File: src/rtl/recharge.sv
// rtl/recharge.sv - balance register fed by recharge keys and billing deductions; option RECHARGE_DEBOUNCE_EN
module recharge #(
    parameter int DB_CYCLES = 2000000,
    parameter int BAL_INIT  = 0,
    parameter int BAL_MAX   = 999,
    parameter int BAL_MIN   = -99
) (
    input  logic        clk,
    input  logic        rst,
    input  logic        on,
    input  logic        key_add1,
    input  logic        key_add10,
    input  logic        key_clr,
    input  logic        charge_req,
    input  logic [7:0]  charge_amt,
    output logic [11:0] bal,
    output logic        charge_ack,
    output logic        owe,
    output logic        sat
);
    localparam logic signed [13:0] MAX_V  = 14'(BAL_MAX);
    localparam logic signed [13:0] MIN_V  = 14'(BAL_MIN);
    localparam logic [11:0]        INIT_V = 12'(BAL_INIT);

    if (DB_CYCLES < 1 || BAL_MIN > BAL_MAX) begin : g_bad_params
        $error("recharge: DB_CYCLES must be >= 1 and BAL_MIN <= BAL_MAX");
    end

    // key vector order: [0]=add1, [1]=add10, [2]=clr
    logic [2:0] keys, sync1, sync2, press;
    assign keys = {key_clr, key_add10, key_add1};

    always_ff @(posedge clk or negedge rst) begin
        if (!rst) begin
            sync1 <= '0;
            sync2 <= '0;
        end else begin
            sync1 <= keys;
            sync2 <= sync1;
        end
    end

`ifdef RECHARGE_DEBOUNCE_EN
    // The flip lands on the edge where the count would reach DB_CYCLES-1.
    localparam int FLIP_AT = (DB_CYCLES > 2) ? DB_CYCLES - 2 : 0;
    localparam int CW      = (DB_CYCLES > 2) ? $clog2(DB_CYCLES - 1) : 1;

    logic [CW-1:0] cnt [3];
    logic [2:0]    deb, deb_q;

    always_ff @(posedge clk or negedge rst) begin
        if (!rst) begin
            deb   <= '0;
            deb_q <= '0;
            for (int i = 0; i < 3; i++) cnt[i] <= '0;
        end else begin
            deb_q <= deb;
            for (int i = 0; i < 3; i++) begin
                if (sync2[i] == deb[i]) begin
                    cnt[i] <= '0;
                end else if (cnt[i] == CW'(FLIP_AT)) begin
                    deb[i] <= ~deb[i];
                    cnt[i] <= '0;
                end else begin
                    cnt[i] <= cnt[i] + CW'(1);
                end
            end
        end
    end

    assign press = deb & ~deb_q;
`else
    logic [2:0] sync_q;

    always_ff @(posedge clk or negedge rst) begin
        if (!rst) sync_q <= '0;
        else      sync_q <= sync2;
    end

    assign press = sync2 & ~sync_q;
`endif

    logic               req_q, accept, clr_go, upd, clamp_hi, clamp_lo;
    logic signed [13:0] base, add_sum, sub_amt, sum, bal_next;

    always_comb begin
        accept  = charge_req & ~req_q;
        clr_go  = press[2] & ~on;
        upd     = press[0] | press[1] | clr_go | accept;
        base    = clr_go ? 14'sd0 : {{2{bal[11]}}, bal};
        add_sum = 14'sd0;
        // Clear discards same-cycle adds but still lets a deduction through.
        if (!clr_go) add_sum = (press[0] ? 14'sd1 : 14'sd0) + (press[1] ? 14'sd10 : 14'sd0);
        sub_amt  = accept ? $signed({6'd0, charge_amt}) : 14'sd0;
        sum      = base + add_sum - sub_amt;
        clamp_hi = sum > MAX_V;
        clamp_lo = sum < MIN_V;
        bal_next = clamp_hi ? MAX_V : (clamp_lo ? MIN_V : sum);
    end

    always_ff @(posedge clk or negedge rst) begin
        if (!rst) begin
            req_q      <= 1'b0;
            bal        <= INIT_V;
            charge_ack <= 1'b0;
            owe        <= (BAL_INIT < 0);
            sat        <= 1'b0;
        end else begin
            req_q      <= charge_req;
            charge_ack <= accept;
            if (upd) begin
                bal <= bal_next[11:0];
                owe <= (bal_next < 14'sd0);
                sat <= (sat & ~clr_go) | clamp_hi | clamp_lo;
            end
        end
    end
endmodule
File: config.mk
export PLATFORM = sky130hd
export DESIGN_NAME = recharge
export DESIGN_NICKNAME = d
export VERILOG_FILES = /design/src/rtl/recharge.sv
export SDC_FILE = /design/constraint.sdc
export NUM_CORES = 1
export LEC_CHECK = 0
export CORE_MARGIN = 3
export CORE_UTILIZATION = 33
export CTS_CLUSTER_DIAMETER = 150
export CTS_CLUSTER_SIZE = 14
export DETAILED_ROUTE_END_ITERATION = 8
export PLACE_DENSITY = 0.63
export SLEW_MARGIN = 40
export SYNTH_ARGS = -nofsm -noshare
export SYNTH_HDL_FRONTEND = slang
export SYNTH_SLANG_ARGS = --single-unit
export TNS_END_PERCENT = 50
File: constraint.sdc
create_clock -name clk -period 8.3 [get_ports clk]
set_clock_uncertainty 0.2 [all_clocks]
set_input_delay 1.245 -clock clk [delete_from_list [all_inputs] [get_ports clk]]
set_output_delay 1.245 -clock clk [all_outputs]
set_load 0.02 [all_outputs]
==> qor.csv <==
stage,metric,value,unit
logic_synthesis,main combinational cell family by area after synthesis,simple AND/OR/NAND/NOR gates,
logic_synthesis,Seq cells post-synth,25,
sta,minimum clock period,6000,ps
global_route,first-pass GRT wire length,7370,µm
logic_synthesis,Synth Area in Adders,0.160,
global_route,maximum number of pins on one net before global-route repair,26,
clocking,CTS tree,done,
logic_synthesis,fraction of synthesized area in multiplexers,0,
global_route,GRT overflow,0,
placed_design,Final HPWL DP,3500,µm
floorplan,row count,26,
layout,most frequent cells in the layout,"clkdlybuf4s50_1, nand2_1, dfrtp_1",
clocking,clock root buffer,clkbuf_8,
critical_path,CP max FO,10,
critical_path,Critical Path End,bal[7],
critical_path,Worst Path Arrival,5930,ps
clocking,Worst-Skew Late Latency,270,ps
critical_path,CP Capture Type,register,
clocking,# H-tree levels,1,
pwr,Pwr Total,0.000971,W
pwr,leakage,0.934,nW
logic_synthesis,Mapped Cells,212,
logic_synthesis,"EDFF count, synth",0,
floorplan,core area,0.00527,mm²
floorplan,# IOs,30,
logic_synthesis,fraction of registers with async set/reset,1.00,
global_route,Total Routing Usage GR,0.142,
sta,Max-slew headroom,0.563,
placed_design,DP Worst Slack,2040,ps
logic_synthesis,synthesized area,0.00186,mm²
floorplan,die area,0.00658,mm²
critical_path,r2r worst-path depth,15,
detailed_routing,Vias/cell,5.20,
sta,Final setup viols,0,
sta,Hold Fails Final Rpt,0,
layout,"most common cell after layout, fill and taps aside",clkdlybuf4s50_1,
detailed_routing,drt total wl,4260,µm
sta,fin. max-slew vios,0,
clocking,Clock transition at path regs,90,ps
critical_path,FF-to-FF Start,req_q,
detailed_routing,drt drc,0,
critical_path,crit-path most repeated cell,fa_1,
logic_synthesis,Compound-Gate Fraction of Synth Area,0.217,
critical_path,Critical path origin,charge_req,
clocking,post-cts resize count,0,
global_route,vias in the first global route,1577,
logic_synthesis,Syn Nets,249,
sta,Setup TNS,0,ps
logic_synthesis,Post-synth top flop,dfrtp_1,
critical_path,crit path max-delay cell type,fa_1,
clocking,clock sinks,25,
sta,Final Cycle Share,0.723,
layout,Area Overhead vs Synth,20.5,%
detailed_routing,via count,1603,
placed_design,# port buffers,29,
clocking,CTS Buffer Depth,2,
clocking,post-CTS setup buffer count,0,
critical_path,"Critical Path, Cell by Cell",clkdlybuf4s50_1 -> nor2b_1 -> nand2_1 -> fa_1 -> inv_1 -> fa_1 -> nand2b_1 -> a21oi_1 -> nor4_1 -> or3_1 -> a311oi_1 -> nand3_1 -> or4_1 -> ha_1 -> nor2_1 -> a31oi_1,
sta,unrepaired setup endpoints after global routing,false,
critical_path,Worst R2R Setup Slack,3390,ps
global_route,initial antenna violation count,0,
placed_design,GPL Wtd Cong,0.888,
critical_path,startpoint types,primary input,
sta,final hold slack,154,ps
critical_path,Setup Crit Path Kind,primary input to register,
outcome,status,finished clean,
pwr,Worst VDD drop,0.000222,V
floorplan,Chip Height,81.1,µm
layout,antenna cell count,0,
layout,Final #Nets,276,
floorplan,Chip Width,81.1,µm
sta,Max Freq,167,MHz
detailed_routing,1st-iter DRT viols,116,
logic_synthesis,YS warnings,0,
critical_path,largest incremental delay on the critical path,560,ps
sta,worst-margin pin slew,654,ps
clocking,CTS Buf Count,3,
logic_synthesis,Synth cell types,44,
pwr,Power Dens Cells,433,mW/mm²
floorplan,Initial Util,0.353,
layout,layout cells sized above 1,0.0420,
flow_run,Max Cap Violations,0,
critical_path,worst reg2reg endpoint,bal[7],
logic_synthesis,Synth Area in Simple Gates,0.223,
logic_synthesis,XOR/XNOR Fraction of Synth Area,0.0235,
detailed_routing,routed len/inst,13.8,µm
logic_synthesis,sequential fraction of the synthesis area,0.336,
detailed_routing,drt first pass iters,4,
hold_path,min-delay worst type,register to register,
sta,final worst setup slack,2300,ps
detailed_routing,post-route ant nets,0,
logic_synthesis,syn_area_per_cell,8.78,µm²
clocking,hold buffer count at cts,0,
critical_path,CP Data Required Time,8220,ps
[cell usage after synthesis (all sizes together), types with 4 or more instances]
library cell | n | share of area
nand2b | 4 | 0.013
a21oi | 13 | 0.035
o211ai | 4 | 0.016
nand2 | 25 | 0.050
dfrtp | 25 | 0.34
and2 | 13 | 0.044
nor3 | 6 | 0.016
nor2 | 21 | 0.042
ha | 19 | 0.13
buf | 4 | 0.016
o21ai | 14 | 0.038
inv | 9 | 0.018
o22a | 5 | 0.024
[cells by family after synthesis]
kind of cell,Yosys count
AOI/OAI and AO/OA,58
xor gates and xnor gates,5
adders and majority gates,22
buffers and inverters,16
DFF,25
and+or+nand+nor,86
[per-stage QoR]
step | area [µm²] | instances | util
4_1_cts | 2240 | 308 | 0.426
3_5_place_dp | 2190 | 304 | 0.416
3_3_place_gp | 2200 | 304 | 0.417
6_report | 2240 | 308 | 0.426
2_1_floorplan | 1860 | 212 | -
5_1_grt | 2240 | 308 | 0.426
[layer usage]
metal / track usage / routed length, µm / vias to the layer above
met5: 0 / 0 / -
met4: 0.0321 / 17 / 0
met3: 0.0233 / 183 / 2
met2: 0.225 / 1950 / 34
met1: 0.202 / 2110 / 747
li1: - / - / 820
[how the worst min path moves through the flow]
stage	startpoint	to	slack [ps]	cells past startpoint
after floorplan	sync1[0]	sync2[0]	130	0
after global placement	sync1[2]	sync2[2]	130	0
after detailed placement	sync1[0]	sync2[0]	130	0
after CTS	sync1[0]	sync2[0]	160	0
after global routing	sync1[2]	sync2[2]	170	0
final	sync1[0]	sync2[0]	150	0
[sequential cells by signal, summed over array words and instances (netlist names)]
| signal | flops |
|---|---|
| req_q | 1 |
| sync2 | 3 |
| bal | 12 |
| charge_ack | 1 |
| sat | 1 |
| owe | 1 |
| sync1 | 3 |
| sync_q | 3 |
[report_power, final]
part	total, W	switching [W]	leakage (nW)	internal [W]
combinational	0.000721	0.000418	0.628	0.000303
clock	0.0000739	0.0000388	0.0261	0.0000351
sequential	0.000176	0.0000217	0.280	0.000154
total	0.000971	0.000479	0.934	0.000492
[final cells by class]
| class | instances | area, µm² |
|---|---|---|
| repair buffers | 29 | 285 |
| clock buffers | 3 | 41.3 |
| well taps | 70 | 87.6 |
| flip-flops and latches | 25 | 626 |
| clock inverters | 1 | 8.76 |
| fillers | 548 | 3030 |
| inverters | 9 | 33.8 |
| multi-input cells | 171 | 1160 |
[worst max-delay path: cells and delay by family]
family | cells | cell delay, ps
buffers and inverters | 2 | 520
adders and majority gates | 3 | 1400
and+or+nand+nor | 8 | 2170
AOI/OAI and AO/OA | 3 | 600
No activity file was read; power rests on OpenSTA's default activity.
==> RTL edit (config.mk and constraints unchanged) <==
Build with the macro `RECHARGE_DEBOUNCE_EN` defined.
--- a/src/rtl/recharge.sv
+++ b/src/rtl/recharge.sv
@@ -1,4 +1,6 @@
 // rtl/recharge.sv - balance register fed by recharge keys and billing deductions; option RECHARGE_DEBOUNCE_EN
+`define RECHARGE_DEBOUNCE_EN
+
 module recharge #(
     parameter int DB_CYCLES = 2000000,
     parameter int BAL_INIT  = 0,
Check against the original RTL: not equivalent (a bounded check fails within 4 cycles, from zero or initial values and one cycle with rst low).
==> RTL edit against the original RTL <==
  * Total power grew 92%
  * Design area grew to 2.6 times the old value
  * Hold slack lost 0.0054 ns
  * Sequential cell count grew 66
  * Global-route usage shrank 0.90 points
  * Largest power group unchanged
  * Register-to-register slack gained 0.19 ns
  * Worst setup slack gained 0.25 ns
  * Highest routed layer unchanged
  * Synthesized area grew to 2.7 times the old value
  * Synthesized cell count grew 150%
  * Cell count grew 140%
  * Wire length grew 150%
  * Critical path depth grew 1
  * Via count grew 140%
==> RTL edit: results (changes against the original RTL) <==
Synth
The mean area per synthesized cell is 9.58 um2 (+9.1%). In the post-synthesis netlist, the biggest area contributors are sky130_fd_sc_hd__dfrtp_1 45%, sky130_fd_sc_hd__nor2_1 6.7%, sky130_fd_sc_hd__xor2_1 6.6%. The net count of the mapped netlist is 572 (+130%). The number of distinct library cells after synthesis is 58 (+32%). The sequential element share of the synthesized area was 0.449 (+0.113).

Place
The worst-case setup slack after placement was 2.10 ns (+0.0554 ns). The detailed placer's ending HPWL was 7.57 mm (+120%). The final weighted congestion in routability-driven placement is 0.838 (-5.6%). The placed instance count is 729 (+140%).

Layout
The number of nets in the layout was 600 (+120%). The final standard cell count with taps included and fillers excluded was 745 (+140%).

Global route
The total routing usage reported by global routing was 0.133 (-0.00903). The pin count of the biggest net entering global routing was 60 (+130%). The initial antenna violation count is 0 (unchanged).

Detailed routing
The count of routing violations after the opening detailed-route iteration is 218 (+88%). The average wire per cell in the routed design is 14.0 um (+1.5%). The total number of vias is 3809 (+140%). The first-pass detailed-route iteration total came to 4 (unchanged).

Critical path
The arrival time reported for the critical path endpoint came to 5.81 ns (-0.12 ns). The worst stage delay on the critical path is 0.58 ns (+0.02 ns). The critical-path maximum fanout is 15 (+5).

The slowest stage of the critical path belongs to the cell sky130_fd_sc_hd__fa_1.

Clock network
The insertion delay of the later-clocked pin in the worst-skew pair is 0.34 ns (+0.07 ns). The library cell used as clock root buffer is sky130_fd_sc_hd__clkbuf_16. The post-CTS clock slew at the launch and capture registers of the worst setup and hold paths is 0.06 ns (-0.03 ns). The total CTS buffers is 9 (+6). The number of H-tree levels came to 3 (+2).

Timing
The slew at the pin closest to its max-slew limit is 0.688 ns (+0.0350 ns).

Power and ir drop
The reported leakage power came to 2.52 nW (+170%). The peak ir drop on the vdd network is 0.163 mV (-26%).

Run status
The flow ran to the end, and the final reports show no timing, DRC or antenna violations.
## RTL edit: changes by cell type in the layout (fill, tap and decap cells not counted), moves of 10 or more
cell	change
sky130_fd_sc_hd__xnor2_1	+22
sky130_fd_sc_hd__dfrtp_1	+66
sky130_fd_sc_hd__nand4_1	+10
sky130_fd_sc_hd__nand2_1	+15
sky130_fd_sc_hd__nand3_1	+29
sky130_fd_sc_hd__xor2_1	+35
sky130_fd_sc_hd__nor2_1	+70
## RTL edit: logic make-up (layout without fill, tap and decap cells)
logic type	Yosys count	count (layout)	synth area share
xor gates and xnor gates	62	62	0.107
adders and majority gates	28	28	0.0735
buffers and inverters	31	63	0.0257
AOI/OAI and AO/OA	71	71	0.0992
and+or+nand+nor	242	242	0.237
muxes	4	4	0.00864
DFF	91	91	0.449
## RTL edit: cell type report
| type | count | area (um2) |
|---|---|---|
| Multi-Input combinational cell | 407 | 2670 |
| Inverter | 17 | 63.8 |
| Clock inverter | 4 | 73.8 |
| Sequential cell | 91 | 2280 |
| Fill cell | 1466 | 8870 |
| Clock buffer | 11 | 253 |
| Tap cell | 184 | 230 |
| Timing Repair Buffer | 31 | 315 |
## RTL edit: per-stage QoR
| step | cell area (um2) | hold slack, ns | util |
|---|---|---|---|
| after detailed placement | 5530 | 0.135 | 0.375 |
| final | 5890 | 0.149 | 0.399 |
| after global placement | 5530 | 0.135 | 0.375 |
| after CTS | 5860 | 0.150 | 0.397 |
| after floorplan | 5070 | 0.131 | - |
| after global routing | 5890 | 0.159 | 0.399 |
## RTL edit: worst paths after layout
path                               start       end  slack, ns  cells after the start
worst max-delay path                  on    bal[5]       2.55                     17
worst min-delay path            sync1[2]  sync2[2]       0.15                      0
worst max register to register  deb_q[2]    bal[5]       3.58                     16
worst min register to register  sync1[2]  sync2[2]       0.15                      0
max in group asynchronous            rst   cnt[60]       6.35                      3
min in group asynchronous            rst   cnt[27]       0.65                      1
## RTL edit: layer usage
metal / share of wire / wire [um] / GRT usage
met5: 0 / 0 / 0
met4: 0.019 / 199 / 0.0495
met3: 0.029 / 307 / 0.0250
met2: 0.47 / 4910 / 0.217
met1: 0.48 / 5050 / 0.176
## RTL edit: power by group through the flow
stage / clock network, mW / logic (mW) / registers [mW]
after global routing: 0.471 / 1.00 / 0.524
after detailed placement: 0 / 0.898 / 0.528
after global placement: 0 / 0.888 / 0.527
after floorplan: 0 / 0.645 / 0.551
final: 0.445 / 0.906 / 0.518
after CTS: 0.454 / 0.904 / 0.520
